--- src/rtl/log2_pkg.sv ---
// Shared constants and types for the log2 datapath front end.
// Exp width carries one extra bit for the round-up carry out of the fraction.
package log2_pkg;

    localparam int unsigned LOG2_OP_W   = 32;
    localparam int unsigned LOG2_FRAC_W = 23;
    localparam int unsigned LOG2_IDX_W  = 6;

    function automatic int unsigned log2_exp_w(input int unsigned op_w);
        return $clog2(op_w) + 1;
    endfunction

    localparam int unsigned LOG2_EXP_W = log2_exp_w(LOG2_OP_W);

    typedef enum logic [1:0] {
        IDLE = 2'd0,
        NORM = 2'd1,
        DONE = 2'd2
    } log2_norm_state_t;

endpackage

--- src/rtl/log2_normalize_if.sv ---
// Operand/result handshake bundle between the producer, the normalizer and the log2 stage.
interface log2_normalize_if #(
    parameter int unsigned OP_W   = log2_pkg::LOG2_OP_W,
    parameter int unsigned FRAC_W = log2_pkg::LOG2_FRAC_W,
    parameter int unsigned EXP_W  = log2_pkg::log2_exp_w(OP_W)
);
    logic              in_valid;
    logic              in_ready;
    logic [OP_W-1:0]   in_op;
    logic              out_valid;
    logic              out_ready;
    logic [FRAC_W-1:0] out_frac;
    logic [EXP_W-1:0]  out_exp;
    logic              out_zero;

    modport master (
        output in_valid, in_op, out_ready,
        input  in_ready, out_valid, out_frac, out_exp, out_zero
    );

    modport slave (
        input  in_valid, in_op, out_ready,
        output in_ready, out_valid, out_frac, out_exp, out_zero
    );
endinterface

--- src/rtl/log2_norm_round.sv ---
// Combinational result formation from the normalized operand and leading-zero count.
// Define LOG2_NORM_ROUND_EN for round half-up; otherwise the fraction is truncated.
module log2_norm_round #(
    parameter int unsigned OP_W   = 32,
    parameter int unsigned FRAC_W = 23,
    parameter int unsigned EXP_W  = 6
) (
    input  logic [OP_W-1:0]   sr,
    input  logic [EXP_W-1:0]  lzc,
    output logic [FRAC_W-1:0] frac_c,
    output logic [EXP_W-1:0]  exp_c,
    output logic              zero_c
);
    logic [FRAC_W-1:0] trunc;
    logic [EXP_W-1:0]  exp_raw;
    logic [FRAC_W-1:0] frac_r;
    logic [EXP_W-1:0]  exp_r;
    logic              unused_lsbs;

    // A normalized nonzero operand always has its MSB set.
    assign zero_c      = ~sr[OP_W-1];
    assign trunc       = sr[OP_W-2 -: FRAC_W];
    assign exp_raw     = EXP_W'(OP_W - 1) - lzc;
    assign unused_lsbs = ^sr[OP_W-FRAC_W-2:0];

`ifdef LOG2_NORM_ROUND_EN
    logic [FRAC_W:0] sum;

    assign sum = {1'b0, trunc} + (FRAC_W+1)'(sr[OP_W-2-FRAC_W]);

    // Carry out wraps the fraction to zero and bumps the characteristic.
    always_comb begin
        frac_r = sum[FRAC_W-1:0];
        exp_r  = exp_raw + EXP_W'(sum[FRAC_W]);
    end
`else
    always_comb begin
        frac_r = trunc;
        exp_r  = exp_raw;
    end
`endif

    always_comb begin
        frac_c = frac_r;
        exp_c  = exp_r;
        if (zero_c) begin
            frac_c = '0;
            exp_c  = '0;
        end
    end
endmodule

--- src/rtl/log2_normalize.sv ---
// Fixed-latency leading-one normalizer feeding the table-driven log2 mantissa stage.
// Rounding is selected by LOG2_NORM_ROUND_EN inside log2_norm_round.
module log2_normalize
    import log2_pkg::*;
#(
    parameter int unsigned OP_W   = LOG2_OP_W,
    parameter int unsigned FRAC_W = LOG2_FRAC_W
) (
    input  logic clk,
    input  logic rst_n,
    log2_normalize_if.slave bus
);
    localparam int unsigned EXP_W  = log2_exp_w(OP_W);
    localparam int unsigned STEPS  = $clog2(OP_W);
    localparam int unsigned STEP_W = $clog2(STEPS);

    log2_norm_state_t  state, state_nx;
    logic [OP_W-1:0]   sr, sr_nx;
    logic [EXP_W-1:0]  lzc, lzc_nx;
    logic [STEP_W-1:0] step, step_nx;
    logic [EXP_W-1:0]  k;
    logic              latch;
    logic [FRAC_W-1:0] frac_c;
    logic [EXP_W-1:0]  exp_c;
    logic              zero_c;

    // Binary-search step: shift by k when the top k bits are all zero.
    always_comb begin
        state_nx = state;
        sr_nx    = sr;
        lzc_nx   = lzc;
        step_nx  = step;
        k        = '0;
        latch    = 1'b0;
        case (state)
            IDLE: begin
                if (bus.in_valid) begin
                    sr_nx    = bus.in_op;
                    lzc_nx   = '0;
                    step_nx  = '0;
                    state_nx = NORM;
                end
            end
            NORM: begin
                k = EXP_W'(OP_W >> (32'(step) + 32'd1));
                if ((sr >> (OP_W - 32'(k))) == '0) begin
                    sr_nx  = sr << k;
                    lzc_nx = lzc + k;
                end
                step_nx = step + STEP_W'(1);
                if (step == STEP_W'(STEPS - 1)) begin
                    state_nx = DONE;
                    latch    = 1'b1;
                end
            end
            DONE: begin
                if (bus.out_ready) begin
                    state_nx = IDLE;
                end
            end
            default: state_nx = IDLE;
        endcase
    end

    // Result is formed from the post-step value so it latches on the final NORM edge.
    log2_norm_round #(
        .OP_W   (OP_W),
        .FRAC_W (FRAC_W),
        .EXP_W  (EXP_W)
    ) u_round (
        .sr     (sr_nx),
        .lzc    (lzc_nx),
        .frac_c (frac_c),
        .exp_c  (exp_c),
        .zero_c (zero_c)
    );

    always_ff @(posedge clk or negedge rst_n) begin
        if (!rst_n) begin
            state         <= IDLE;
            sr            <= '0;
            lzc           <= '0;
            step          <= '0;
            bus.in_ready  <= 1'b1;
            bus.out_valid <= 1'b0;
            bus.out_frac  <= '0;
            bus.out_exp   <= '0;
            bus.out_zero  <= 1'b0;
        end else begin
            state         <= state_nx;
            sr            <= sr_nx;
            lzc           <= lzc_nx;
            step          <= step_nx;
            bus.in_ready  <= (state_nx == IDLE);
            bus.out_valid <= (state_nx == DONE);
            if (latch) begin
                bus.out_frac <= frac_c;
                bus.out_exp  <= exp_c;
                bus.out_zero <= zero_c;
            end
        end
    end
endmodule

--- src/flat_wrapper.sv ---
// flat-port wrapper written by rule: the top's interface ports become plain ports
module log2_normalize_flat import log2_pkg::*;
#(
    parameter int unsigned OP_W   = LOG2_OP_W,
    parameter int unsigned FRAC_W = LOG2_FRAC_W
)
  (clk, rst_n, bus_in_valid, bus_in_op, bus_out_ready, bus_in_ready, bus_out_valid, bus_out_frac, bus_out_exp, bus_out_zero);
  log2_normalize_if #(.OP_W(OP_W), .FRAC_W(FRAC_W)) bus_i ();
  input  logic clk;
  input  logic rst_n;
  input wire logic [$bits(bus_i.in_valid)-1:0] bus_in_valid;
  input wire logic [$bits(bus_i.in_op)-1:0] bus_in_op;
  input wire logic [$bits(bus_i.out_ready)-1:0] bus_out_ready;
  output wire logic [$bits(bus_i.in_ready)-1:0] bus_in_ready;
  output wire logic [$bits(bus_i.out_valid)-1:0] bus_out_valid;
  output wire logic [$bits(bus_i.out_frac)-1:0] bus_out_frac;
  output wire logic [$bits(bus_i.out_exp)-1:0] bus_out_exp;
  output wire logic [$bits(bus_i.out_zero)-1:0] bus_out_zero;
  assign bus_i.in_valid = bus_in_valid;
  assign bus_i.in_op = bus_in_op;
  assign bus_i.out_ready = bus_out_ready;
  assign bus_in_ready = bus_i.in_ready;
  assign bus_out_valid = bus_i.out_valid;
  assign bus_out_frac = bus_i.out_frac;
  assign bus_out_exp = bus_i.out_exp;
  assign bus_out_zero = bus_i.out_zero;
  log2_normalize #(.OP_W(OP_W), .FRAC_W(FRAC_W)) u_core (.clk(clk), .rst_n(rst_n), .bus(bus_i));
endmodule
--- config.mk ---
export PLATFORM = sky130hd
export DESIGN_NAME = log2_normalize_flat
export DESIGN_NICKNAME = d
export VERILOG_FILES = /design/src/rtl/log2_pkg.sv /design/src/rtl/log2_normalize_if.sv /design/src/rtl/log2_norm_round.sv /design/src/rtl/log2_normalize.sv /design/src/flat_wrapper.sv
export SDC_FILE = /design/constraint.sdc
export NUM_CORES = 1
export LEC_CHECK = 0
export BUFFER_PORTS_ARGS = -buffer_cell sky130_fd_sc_hd__buf_2
export CELL_PAD_IN_SITES_DETAIL_PLACEMENT = 1
export CELL_PAD_IN_SITES_GLOBAL_PLACEMENT = 2
export CORE_MARGIN = 2
export CORE_UTILIZATION = 37
export DETAILED_ROUTE_END_ITERATION = 16
export PLACE_DENSITY_LB_ADDON = 0.1
export SYNTH_ARGS = -nofsm -noshare
export SYNTH_HDL_FRONTEND = slang
export SYNTH_SLANG_ARGS = --single-unit
--- constraint.sdc ---
create_clock -name clk -period 4.48 [get_ports clk]
set_clock_uncertainty 0.1 [all_clocks]
set_input_delay 0.672 -clock clk [delete_from_list [all_inputs] [get_ports clk]]
set_output_delay 0.672 -clock clk [all_outputs]
set_load 0.01 [all_outputs]
==> flow_summary_export.csv <==
group,metric,value,unit
clock_tree,clk_pin_slew,0.07,ns
floorplanning,io_pins,68,
placement,place_ws,0.2012,ns
setup_path,critPathKind,"reg -> reg",
finish,final_core_util,43.46,%
setup_path,cp_data_required_time,4.66,ns
routing,firstDrtPassIters,4,
yosys,ys_types,72,
clock_tree,clock_latency,0.34,ns
yosys,postSynthAreaPerCell,8.536,um^2
timing,worst_pin_slew,0.9734,ns
placement,io_buffers,67,
setup_path,cp_max_fo,33,
routing,vias,6138,
setup_path,crit_cells,15,
timing,drv_slew,0,
finish,nets,822,
timing,fmax,0.2399,GHz
routing,wl_per_cell,23.51,um
finish,areaGrowthSynthToFinish,14.03,%
yosys,ys_async_sr_fraction,100.0,%
setup_path,crit_path_top_delay_cell,"or4_1",
yosys,yosys.area.top_type,"dfrtp_1",
placement,place_hpwl,17880,um
placement,place_congestion,0.9218,
routing,dr.first_iter.drc_count,301,
clock_tree,h-tree-depth,3,
timing,finalSetupTns,0,ns
yosys,synth_compound_area_share,24.09,%
timing,setup_viol,0,
global_route,antenna_found_initial,0,
yosys,synth_cells,743,
yosys,ys_ff_latch,75,
yosys,synthesis.area,6342,um^2
min_path,hp-class,"in -> async",
yosys,syn_nets,789,
timing,rsz0062_at_grt,"no",
timing,min_period,4.169,ns
clock_tree,cts_tree,"built",
floorplanning,fp.dieArea,18200,um^2
finish,drive_gt1_share,19.21,%
floorplanning,die_w,134.9,um
setup_path,cp-start-kind,"flip-flop",
status,outcome,"finished clean",
yosys,synth_flop_cell,"dfrtp_1",
setup_path,crit_family,"compound AO/OA/AOI/OAI gates",
yosys,synth_top_family_by_area,"compound AO/OA/AOI/OAI gates",
routing,detail-route-antenna-nets,0,
yosys,seq_area_frac_synth,29.61,%
finish,diodes,0,
floorplanning,initial_core_util,38.11,%
yosys,synth_xor_area_share,0.5524,%
global_route,grtUsageTotal,26.64,%
yosys,yosysWarnings,0,
setup_path,path_buf_inv,4,
floorplanning,placeableCoreArea,16640,um^2
flow_run,drv_cap,0,
routing,drc,0,
routing,viasPerCell,6.132,
setup_path,max_stage_delay,0.50,ns
global_route,grt_pass1_wl,37440,um
global_route,grt_max_degree,76,
yosys,synth-simple-area-share,18.17,%
routing,wirelength,23540,um
placement,dp.cells,985,
clock_tree,cts_buffers,9,
yosys,synthAdderAreaFrac,2.249,%
clock_tree,clk_path_buf_depth,2,
timing,finalHoldViolCount,0,
floorplanning,rows,47,
timing,slew_headroom,34.87,%
setup_path,cp.arrival,4.35,ns
yosys,synth.mux.area_fraction,19.23,%
yosys,synth-edff-count,0,
clock_tree,root_buffer,"clkbuf_16",
clock_tree,cts.sinks,75,
global_route,grt-ovfl-total,0,
finish,instances_no_fill,1001,
yosys,synth_top_area_share,29.20,%
timing,fin_crit_sh,93.05,%
setup_path,worst_r2r_path_depth,15,
setup_path,cp-end-kind,"flip-flop",
setup_path,cp_cell_sequence,"ha_1 -> buf_6 -> nor2b_1 -> o31a_1 -> buf_4 -> nor4_1 -> o221ai_1 -> o32a_1 -> o41ai_2 -> buf_4 -> a21oi_4 -> buf_6 -> or4_1 -> nand3_2 -> a22o_1",
timing,setup_slack,0.3111,ns
floorplanning,die_h,134.9,um
global_route,grt_pass1_vias,6525,
yosys,synth_area_leaders,"dfrtp_1 29%, mux2i_1 14%, nand2_1 4.9%",
[state kept, by name, indices dropped and copies added (netlist names), 2 cells and up]
register	flops
u_core.sr	32
u_core.bus.out_frac	23
u_core.bus.out_exp	6
u_core.lzc	6
u_core.step	3
u_core.state	2
[metrics by stage]
step	cell area, um^2	hold WS (ns)
3_5_place_dp	6867	0.3796
2_1_floorplan	6342	0.2764
5_1_grt	7232	0.4240
3_3_place_gp	6867	0.3586
4_1_cts	7203	0.3967
6_report	7232	0.3678
[Yosys cell counts (5+ instances only)]
master / count
mux2i_1: 89
nand2_1: 82
dfrtp_1: 74
nor2_1: 70
clkbuf_1: 45
o21ai_0: 38
a21oi_1: 32
a211oi_1: 27
nor3_1: 27
buf_2: 16
a22oi_1: 15
a22o_1: 13
a221o_1: 12
inv_1: 12
a31oi_1: 11
mux4_2: 10
ha_1: 9
nand2b_1: 9
and3_1: 7
mux2_2: 7
nand3_1: 7
nor2b_1: 7
nor4b_1: 7
o211ai_1: 7
o31ai_1: 7
buf_1: 6
o22ai_1: 6
o21ai_1: 5
o221ai_1: 5
[layout by cell type, fill, tap and decap left out, drive strengths merged, types with 4 or more instances in the layout]
cell | Yosys | layout
mux2i | 90 | 90
mux4 | 10 | 10
and2 | 4 | 4
a2111oi | 4 | 4
a31oi | 11 | 11
nand2 | 83 | 83
buf | 28 | 97
dfrtp | 74 | 74
nor2b | 7 | 7
a22oi | 15 | 15
a22o | 13 | 13
a2bb2oi | 4 | 4
nor2 | 70 | 70
a211oi | 27 | 27
and3 | 7 | 7
o22ai | 6 | 6
o31ai | 8 | 8
mux2 | 8 | 8
o211ai | 7 | 7
inv | 14 | 15
o21ai | 43 | 43
nor3 | 27 | 27
clkbuf | 47 | 10
nand2b | 10 | 10
nor4bb | 4 | 4
nor4 | 4 | 4
a221o | 12 | 12
nand3 | 8 | 8
ha | 9 | 9
o221ai | 5 | 5
nor4b | 7 | 7
a21oi | 33 | 33
[logic make-up (layout without fill, tap and decap cells)]
group,after synthesis,after routing
fa+ha+maj,11,11
compound gates,214,214
mux,108,108
buf+inv,89,127
xor+xnor,4,4
flops,75,75
simple gates,242,242
[layer usage]
layer | share of wire (%) | track usage, %
met5 | 0 | 0
met4 | 3.4 | 10.23
met3 | 5.1 | 4.880
met2 | 48 | 44.08
met1 | 44 | 34.59
[path summary, 6_finish.rpt]
path | start | to | slack (ns)
max | u_core.step[0] | u_core.bus.out_exp[5] | 0.31
min | rst_n | u_core.bus.out_frac[2] | 0.37
max reg2reg | u_core.step[0] | u_core.bus.out_exp[5] | 0.31
min reg2reg | u_core.bus.out_exp[3] | u_core.bus.out_exp[3] | 0.39
max in group asynchronous | rst_n | u_core.sr[24] | 3.26
min in group clk | u_core.bus.out_exp[3] | u_core.bus.out_exp[3] | 0.39
[worst reg2reg max path: stages (launching register included)]
cell and delay [ns]:
dfrtp_1 0.43, ha_1 0.25, buf_6 0.20, nor2b_1 0.20, o31a_1 0.30, buf_4 0.20
nor4_1 0.44, o221ai_1 0.25, o32a_1 0.25, o41ai_2 0.24, buf_4 0.20, a21oi_4 0.09
buf_6 0.23, or4_1 0.51, nand3_2 0.10, a22o_1 0.12
[layout make-up]
cell class | instances | area, um^2
Inverter | 14 | 52.55
Fill cell | 1950 | 9410
Clock inverter | 6 | 97.59
Tap cell | 220 | 275.3
Sequential cell | 75 | 1878
Clock buffer | 10 | 239.0
Timing Repair Buffer | 97 | 583.1
Multi-Input combinational cell | 579 | 4106
[timing repair]
| action | 4_1_cts | 5_1_grt |
|---|---|---|
| setup buffers | 0 | 0 |
| endpoints found under the setup margin | 0 | 35 |
| resized for setup | 0 | 10 |
| hold buffers | 0 | 0 |
Power is not shown: default switching activity piles up to over one toggle a cycle in this logic, so the estimate is an artifact.
